[config.mk]
export PLATFORM = sky130hd
export DESIGN_NAME = if_stage
export DESIGN_NICKNAME = d
export VERILOG_FILES = /design/src/rtl/mips_pkg.sv /design/src/rtl/next_pc_sel.sv /design/src/rtl/if_stage.sv
export SDC_FILE = /design/constraint.sdc
export NUM_CORES = 1
export LEC_CHECK = 0
export CAP_MARGIN = 10
export CORE_ASPECT_RATIO = 0.5
export CORE_MARGIN = 4
export CORE_UTILIZATION = 35
export DETAILED_ROUTE_END_ITERATION = 7
export PLACE_DENSITY = 0.76
export SLEW_MARGIN = 20
export SYNTH_ARGS = -nofsm -noshare
export SYNTH_HDL_FRONTEND = slang
export SYNTH_SLANG_ARGS = --single-unit
[constraint.sdc]
create_clock -name clk -period 2.18 [get_ports clk]
set_input_delay 0.327 -clock clk [delete_from_list [all_inputs] [get_ports clk]]
set_output_delay 0.327 -clock clk [all_outputs]
set_load 0.02 [all_outputs]
[src/rtl/mips_pkg.sv]
`default_nettype none
// ============================================================================
// Module      : mips_pkg
// Description : Shared definitions for the instruction-fetch front end:
//               fetch FSM state encoding, reset PC default, opcode field
//               bounds and the NOP instruction word.
// Revision    : 1.0 - initial release
// ============================================================================
package mips_pkg;

  typedef enum logic [1:0] {
    IDLE  = 2'd0,
    FETCH = 2'd1,
    HOLD  = 2'd2
  } if_state_t;

  localparam logic [31:0] DEFAULT_RESET_PC = 32'h0000_0000;

  // Primary opcode field of a MIPS instruction word.
  localparam int OPCODE_HI = 31;
  localparam int OPCODE_LO = 26;

  // sll $0,$0,0 -- the canonical MIPS no-op.
  localparam logic [31:0] NOP = 32'h0000_0000;

endpackage : mips_pkg
`default_nettype wire

[src/rtl/next_pc_sel.sv]
`default_nettype none
// ============================================================================
// Module      : next_pc_sel
// Description : Combinational next-PC selection for the fetch stage.
//               Priority: jump > branch > pending (squashed) target >
//               sequential increment.
// Ports       : pc, pc_out            - current fetch PC / held-instr PC
//               jump, jump_index      - jump redirect and 26-bit index
//               branch_taken,
//               branch_target         - branch redirect and byte target
//               use_pend, pend_pc     - deferred redirect captured earlier
//               redirect              - jump OR branch_taken this cycle
//               redirect_pc           - target of this cycle's redirect
//               next_pc               - selected next fetch PC
// Revision    : 1.0 - initial release
// ============================================================================
module next_pc_sel #(
  parameter int unsigned PC_STEP = 4
) (
  input  logic [31:0] pc,
  input  logic [31:0] pc_out,
  input  logic        jump,
  input  logic [25:0] jump_index,
  input  logic        branch_taken,
  input  logic [31:0] branch_target,
  input  logic        use_pend,
  input  logic [31:0] pend_pc,
  output logic        redirect,
  output logic [31:0] redirect_pc,
  output logic [31:0] next_pc
);

  localparam logic [31:0] STEP = 32'(PC_STEP);

  logic [3:0]  jump_region;
  logic [31:0] jump_pc;
  logic [31:0] branch_pc;
  logic [31:0] seq_pc;

  // Jump stays inside the 256 MB region of the instruction after the held one.
  assign jump_region = 4'((pc_out + 32'd4) >> 28);
  assign jump_pc     = {jump_region, jump_index, 2'b00};
  // Force word alignment of the branch target.
  assign branch_pc   = branch_target & ~32'h0000_0003;
  // Modulo-2^32 wrap comes for free from the 32-bit adder.
  assign seq_pc      = pc + STEP;

  assign redirect    = jump | branch_taken;
  assign redirect_pc = jump ? jump_pc : branch_pc;

  always_comb begin
    next_pc = seq_pc;
    if (redirect) begin
      next_pc = redirect_pc;
    end else if (use_pend) begin
      next_pc = pend_pc;
    end
  end

endmodule : next_pc_sel
`default_nettype wire

[src/rtl/if_stage.sv]
`default_nettype none
// ============================================================================
// Module      : if_stage
// Description : Instruction-fetch stage. Issues one read at a time to the
//               instruction memory, holds the returned word until decode
//               accepts it, and handles jump/branch redirects, including
//               ones that arrive while a read is still outstanding.
// Ports       : clk, reset            - clock, synchronous active-high reset
//               imem_req, imem_addr   - read request / word address
//               imem_ack, imem_rdata  - one-cycle response and data
//               jump, jump_index      - jump redirect
//               branch_taken,
//               branch_target         - branch redirect
//               out_ready             - decode accepts the held instruction
//               out_valid, instr,
//               opcode, pc_out        - held instruction to decode
// Revision    : 1.0 - initial release
// ============================================================================
module if_stage
  import mips_pkg::*;
#(
  parameter logic [31:0] RESET_PC = DEFAULT_RESET_PC,
  parameter int unsigned PC_STEP  = 4
) (
  input  logic        clk,
  input  logic        reset,
  output logic        imem_req,
  output logic [31:0] imem_addr,
  input  logic        imem_ack,
  input  logic [31:0] imem_rdata,
  input  logic        jump,
  input  logic [25:0] jump_index,
  input  logic        branch_taken,
  input  logic [31:0] branch_target,
  input  logic        out_ready,
  output logic        out_valid,
  output logic [31:0] instr,
  output logic [5:0]  opcode,
  output logic [31:0] pc_out
);

  if_state_t   state, state_next;
  logic [31:0] pc, pc_next;
  logic [31:0] pc_out_next;
  logic [31:0] instr_next;
  logic        out_valid_next;
  logic        squash, squash_next;
  logic [31:0] pend_pc, pend_pc_next;

  logic        redirect;
  logic [31:0] redirect_pc;
  logic [31:0] next_pc;

  next_pc_sel #(
    .PC_STEP (PC_STEP)
  ) u_next_pc_sel (
    .pc            (pc),
    .pc_out        (pc_out),
    .jump          (jump),
    .jump_index    (jump_index),
    .branch_taken  (branch_taken),
    .branch_target (branch_target),
    .use_pend      (squash),
    .pend_pc       (pend_pc),
    .redirect      (redirect),
    .redirect_pc   (redirect_pc),
    .next_pc       (next_pc)
  );

  always_ff @(posedge clk) begin
    if (reset) begin
      state     <= IDLE;
      pc        <= RESET_PC;
      pc_out    <= RESET_PC;
      instr     <= NOP;
      out_valid <= 1'b0;
      squash    <= 1'b0;
      pend_pc   <= 32'h0000_0000;
    end else begin
      state     <= state_next;
      pc        <= pc_next;
      pc_out    <= pc_out_next;
      instr     <= instr_next;
      out_valid <= out_valid_next;
      squash    <= squash_next;
      pend_pc   <= pend_pc_next;
    end
  end

  always_comb begin
    state_next     = state;
    pc_next        = pc;
    pc_out_next    = pc_out;
    instr_next     = instr;
    out_valid_next = out_valid;
    squash_next    = squash;
    pend_pc_next   = pend_pc;

    unique case (state)
      IDLE: begin
        state_next = FETCH;
      end

      FETCH: begin
        if (imem_ack) begin
          // next_pc already folds in redirect > pending > sequential.
          pc_next     = next_pc;
          squash_next = 1'b0;
          if (!redirect && !squash) begin
            instr_next     = imem_rdata;
            pc_out_next    = pc;
            out_valid_next = 1'b1;
            state_next     = HOLD;
          end
        end else if (redirect) begin
          // The read in flight cannot be cancelled on the bus, so keep the
          // address stable and drop its data when it finally returns.
          squash_next  = 1'b1;
          pend_pc_next = redirect_pc;
        end
      end

      HOLD: begin
        if (redirect) begin
          out_valid_next = 1'b0;
          pc_next        = redirect_pc;
          state_next     = FETCH;
        end else if (out_ready) begin
          out_valid_next = 1'b0;
          state_next     = FETCH;
        end
      end

      default: begin
        state_next = IDLE;
      end
    endcase
  end

  assign imem_req  = (state == FETCH);
  assign imem_addr = pc;
  assign opcode    = instr[OPCODE_HI:OPCODE_LO];

endmodule : if_stage
`default_nettype wire

After elaboration in Yosys (flattened, before gate mapping)
Cells that the tools add are included.
Operators by class
  bitwise logic cells: 2
  reduce and logical (&&, ||, !) cells: 12
  eq/ne operators: 6
  multiplexer cells: 18
  add/sub/neg operators: 2
Operators with widths (number)
  2-to-1 mux 32 bit: 5
  adder 32 x 3 -> 32 bit, second input constant: 2
  case mux 32 bit (2 select lines): 1
  AND reduction 3 bit: 4
  2-to-1 mux 2 bit: 4
  2-to-1 mux 1 bit: 6
  case mux 2 bit (3 select lines): 1
  inequality test 2 x 1 -> 1 bit, second input constant: 2
  AND reduction 4 bit: 1
  nonzero test 2 bit: 2
  inequality test 3 bit, second input constant: 1
  == test 2 x 1 -> 1 bit, second input constant: 1
  == test 2 bit, second input constant: 1
  zero test 1 bit: 2
  zero test 2 bit: 1
  inequality test 2 bit, second input constant: 1
  case mux 1 bit (2 select lines): 1
  AND reduction 2 bit: 1
  logical AND 1 bit: 1
  NOT 1 bit: 1
  bitwise OR 1 bit: 1
Storage, ports and cells
  register bits after elaboration: 132
  output and inout port bits: 104
  logic and storage cells: 47
  input port bits: 96

Depth between registers and ports, before layout
  depth after elaboration: 6
  depth in mapped cells: 10
  depth with buffers taken out: 8

By module
Synthesis repeated with hierarchy kept, for this count alone.
Unflattened totals
  cell total of the unflattened synthesis: 895
  area total of the unflattened synthesis: 7181.9 um^2
Modules (own cells, without submodules)
  if_stage: area an instance 5328.9 um^2, times used 1, cells an instance 610, sequential area each 2642.5 um^2
  next_pc_sel: area an instance 1853.0 um^2, times used 1, cells an instance 285, sequential area each 0.0 um^2

Worst setup path before layout
OpenSTA, ideal clock, no wires.
  path kind: register to register
  start point: reg state[1]
  end point: reg pc[18] (netlist: imem_addr[18])
  setup slack: -57 ps
  cell stages (with the launch flop): 11
  data required time: 2121 ps
  path buffers: 2
  clock period less this slack: 2237 ps
  arrival: 2178 ps
  setup time: 59 ps
  cells stage by stage: dfxtp_1 > inv_1 > ha_1 > clkbuf_1 > nor2b_1 > or3b_2 > buf_2 > a2111oi_2 > o21ai_0 > o21ai_0 > a22o_1
On the way
  word-level cells in the longest chain between the ends: 3
  elaborated cells between the ends (all ways): 7
  those cells by class: eq/ne (4); mux (1); reduce/logical (2)
RTL lines
  from (decl): RTL line if_stage.sv:42  | if_state_t state, state_next;
  from (signal assigned): RTL line if_stage.sv:80  | state <= state_next;
  == test 2 x 1 -> 1 bit *
  via imem_req: RTL line if_stage.sv:27  | output logic imem_req,
  inequality test 2 x 1 -> 1 bit (no source line) / nonzero test 2 bit (equally long branches)
  AND reduction 3 bit (no source line)
  to (signal assigned): RTL line if_stage.sv:81  | pc <= pc_next;
  to (decl): RTL line if_stage.sv:43  | logic [31:0] pc, pc_next;
Mark *: on every way through the listed nets, which the timed path passes. The rest lies on a longest branch.
A chain may end at the register's enable or synchronous reset.

Final worst setup path
  start point: reg state[1]
  end point: out imem_req
On the way
  word-level cells in the longest chain between the ends: 1
RTL lines
  == test 2 x 1 -> 1 bit: RTL line if_stage.sv:140  | assign imem_req = (state == FETCH);
  to (decl): RTL line if_stage.sv:27
Every way passes these cells.

==> impl_results.md <==
* Run status: completed
* Yosys cell types at 55
* Core area at 16,700 µm²
* Worst-Margin Slew at 503 ps
* Hold/Removal Path Class: in -> reg
* Post-route total power at 0.00722 W
* Post-synth EDFFs at 0
* Clk sink count at 126
* Fin. max-slew vios at 0
* Worst-path maximum fanout at 8
* Fillers at 1,471
* Hold Vio Cnt, Final at 0
* CP arrival at 1750 ps
* Most common cell after layout, fill and taps aside: clkdlybuf4s50_1
* Syn Area/Cell at 7.80 µm²
* Die height at 101 µm
* Clock tree from TritonCTS: built
* Critical Path RT at 1850 ps
* Clk slew on worst S/H paths at 60 ps
* Die area at 19,700 µm²
* Clock buffer depth at 2
* Antenna Violating Nets Remaining at 0
* Highest Clock Rate at 481 MHz
* CP endpoint kind: output port
* Setup Skew at 10.8 ps
* Max-Cap Viols at 0
* Async SR Flop Fraction at 0%
* Initial Util at 36.4%
* Layout Nets at 1,090
* Via count at 6,465
* Largest net degree at the start of global routing at 70
* Area delta synth->final at 52.2%
* Clk root buf: clkbuf_16
* Post-synthesis cell area at 6080 µm²
* RSZ-0062 raised after global routing: yes
* Crit path kind: reg -> out
* Crit-path leading delay family: buffers and inverters
* CTS Buf Count at 17
* Share of cells above drive strength 1 at 13.4%
* Post-Synthesis Cells at 780
* PortBufs at 193
* PwrDens at 780 nW/µm²
* Pre-Repair DR Iteration Count at 5
* Total GRT Usage at 19.8%
* Crit share post-route at 95.4%
* Placed cell areas at 8580 µm²
* YS warnings at 0
* First-pass GRT wire length at 31,800 µm
* Most frequent cells in the layout: clkdlybuf4s50_1, nand2_1, dfxtp_1
* Post-synthesis sequential element count at 126
* Total grt overflow at 0
* Post-CTS Hold Fix Bufs at 0
* Remaining DRCs at 0
* Htree depth at 4
* Buf/Inv on CP at 3
* Antenna Cells at 0
* Routability cong. at 0.903
* Clk_lat worst skew at 410 ps
* Worst vdd ir at 557 µV
* Final HPWL from detailed placement at 15,200 µm
* Setup_tns at 0 ps
* CP max stage delay at 610 ps
* Final setup fails at 0
* Sequential fraction of the synthesis area at 41.5%
* Final instance area at 9260 µm²
* Drt initial violations at 562
* Chip width at 194 µm
* Slowest CP cell: clkdlybuf4s50_1
* Post-synth top flop: dfxtp_1
* WL per Instance at 16.7 µm
* Fin crit period at 2080 ps
* Leak Pwr at 3.28 nW
* FP Rows at 33
* Final WL at 20,600 µm
* CP Cell Sequence: inv_1 -> ha_2 -> buf_4 -> clkdlybuf4s50_1
* Top-level I/O count at 200
* Via/cell ratio at 5.26
* Worst slew margin at 66.5%
* Initial antenna violation count at 0
* Vias in the first global route at 6,092
* Critical Path Start Type: flip-flop
-- worst register-to-register path: stages, from the launching register on --
cell and delay (ps):
dfxtp_1 360, inv_1 80, ha_1 250, buf_4 170
nor3_4 250, buf_4 260, o21ai_0 120, a31oi_1 150
a211oi_1 70, nor4_1 260
-- layer usage --
metal	vias up	part of all wire [%]	track usage (%)
met3	36	7.4	4.69
met4	0	1.5	6.59
met5	-	0	0
met1	3029	43	25.2
met2	265	48	33.8
li1	3135	-	-
-- synthesized netlist by cell type, types with 2 or more instances --
| cell | instances | area [µm²] |
|---|---|---|
| nor4_1 | 4 | 25.0 |
| nor4_4 | 2 | 42.5 |
| buf_1 | 3 | 11.3 |
| nor2b_1 | 2 | 12.5 |
| buf_2 | 14 | 70.1 |
| nor3b_1 | 3 | 22.5 |
| a211oi_1 | 36 | 270 |
| nand2b_1 | 3 | 18.8 |
| mux2i_1 | 22 | 220 |
| a21o_1 | 2 | 15.0 |
| and2_1 | 4 | 25.0 |
| ha_1 | 4 | 50.1 |
| inv_1 | 6 | 22.5 |
| or2_2 | 3 | 18.8 |
| a31oi_1 | 5 | 31.3 |
| nand4_1 | 13 | 81.3 |
| o31ai_1 | 2 | 15.0 |
| xor2_1 | 5 | 43.8 |
| o21bai_1 | 2 | 15.0 |
| nand3_1 | 18 | 90.1 |
| nor3_2 | 2 | 20.0 |
| clkbuf_1 | 43 | 161 |
| a21oi_1 | 98 | 490 |
| o211ai_1 | 8 | 60.1 |
| nand2_1 | 154 | 578 |
| o21ai_0 | 37 | 185 |
| a311oi_1 | 3 | 26.3 |
| and4_1 | 2 | 17.5 |
| xnor2_1 | 8 | 70.1 |
| buf_4 | 10 | 75.1 |
| dfxtp_1 | 126 | 2520 |
| nor3_1 | 23 | 115 |
| nor2_1 | 72 | 270 |
| or3_1 | 6 | 37.5 |
| mux2_2 | 13 | 146 |
| nand4_4 | 2 | 42.5 |
| a211o_1 | 2 | 17.5 |
-- state kept, by name (all words and copies together) (netlist names) --
register	cells
pc_out	30
out_valid	1
instr	32
squash	1
pend_pc	30
state	2
imem_addr	30
-- final timing paths --
| path | startpoint | end | slack [ps] | depth (start not counted) |
|---|---|---|---|---|
| setup / recovery | state[1] | imem_req | 100 | 4 |
| hold / removal | reset | pend_pc[30] | 250 | 2 |
| setup reg to reg | state[0] | imem_addr[31] | 120 | 9 |
| hold reg to reg | instr[22] | instr[22] | 450 | 2 |
-- report_power, final --
part | leakage (nW) | total [W] | switching, W | internal (W)
combinational | 1.95 | 0.00166 | 0.000894 | 0.000765
sequential | 1.02 | 0.00259 | 0.000128 | 0.00247
clock | 0.307 | 0.00297 | 0.00104 | 0.00193
total | 3.28 | 0.00722 | 0.00206 | 0.00517
-- final cells by class --
cell class / instances / area, µm² / share of cell area, %
flip-flops and latches: 126 / 2520 / 27.2
repair buffers: 258 / 2520 / 27.2
clock buffers: 20 / 447 / 4.82
inverters: 7 / 26.3 / 0.284
multi-input cells: 580 / 3290 / 35.5
clock inverters: 12 / 168 / 1.81
well taps: 227 / 284 / 3.07
-- stage by stage --
step           setup slack, ps  hold WS (ps)  instances  utilization, %
2_1_floorplan             10.7           420        783               -
3_3_place_gp             -22.5           437       1197            51.3
3_5_place_dp             -81.8           440       1197            51.3
4_1_cts                   12.4           242       1229            55.1
5_1_grt                  -66.0           249       1230            55.4
6_report                   101           253       1230            55.4
-- cell families (layout without fill, tap and decap cells) --
kind of cell             Yosys count  in the layout  share of synthesized area [%]
other                              1              4                         0.0616
buffers and inverters             77            297                           5.66
adder cells (fa/ha/maj)            4              4                          0.823
flip-flops                       126            126                           41.5
AND/OR/NAND/NOR                  318            318                           24.0
XOR/XNOR                          13             13                           1.87
multiplexers                      35             35                           6.03
AO/OA/AOI/OAI                    206            206                           20.1
-- timing repair --
item | 4_1_cts | 5_1_grt
setup endpoints to repair | 1 | 13
resized for setup | 1 | 12
buffers inserted | 0 | 1
pin swaps | 0 | 4
cloned | 0 | 0
No activity file was read; power rests on OpenSTA's default activity.
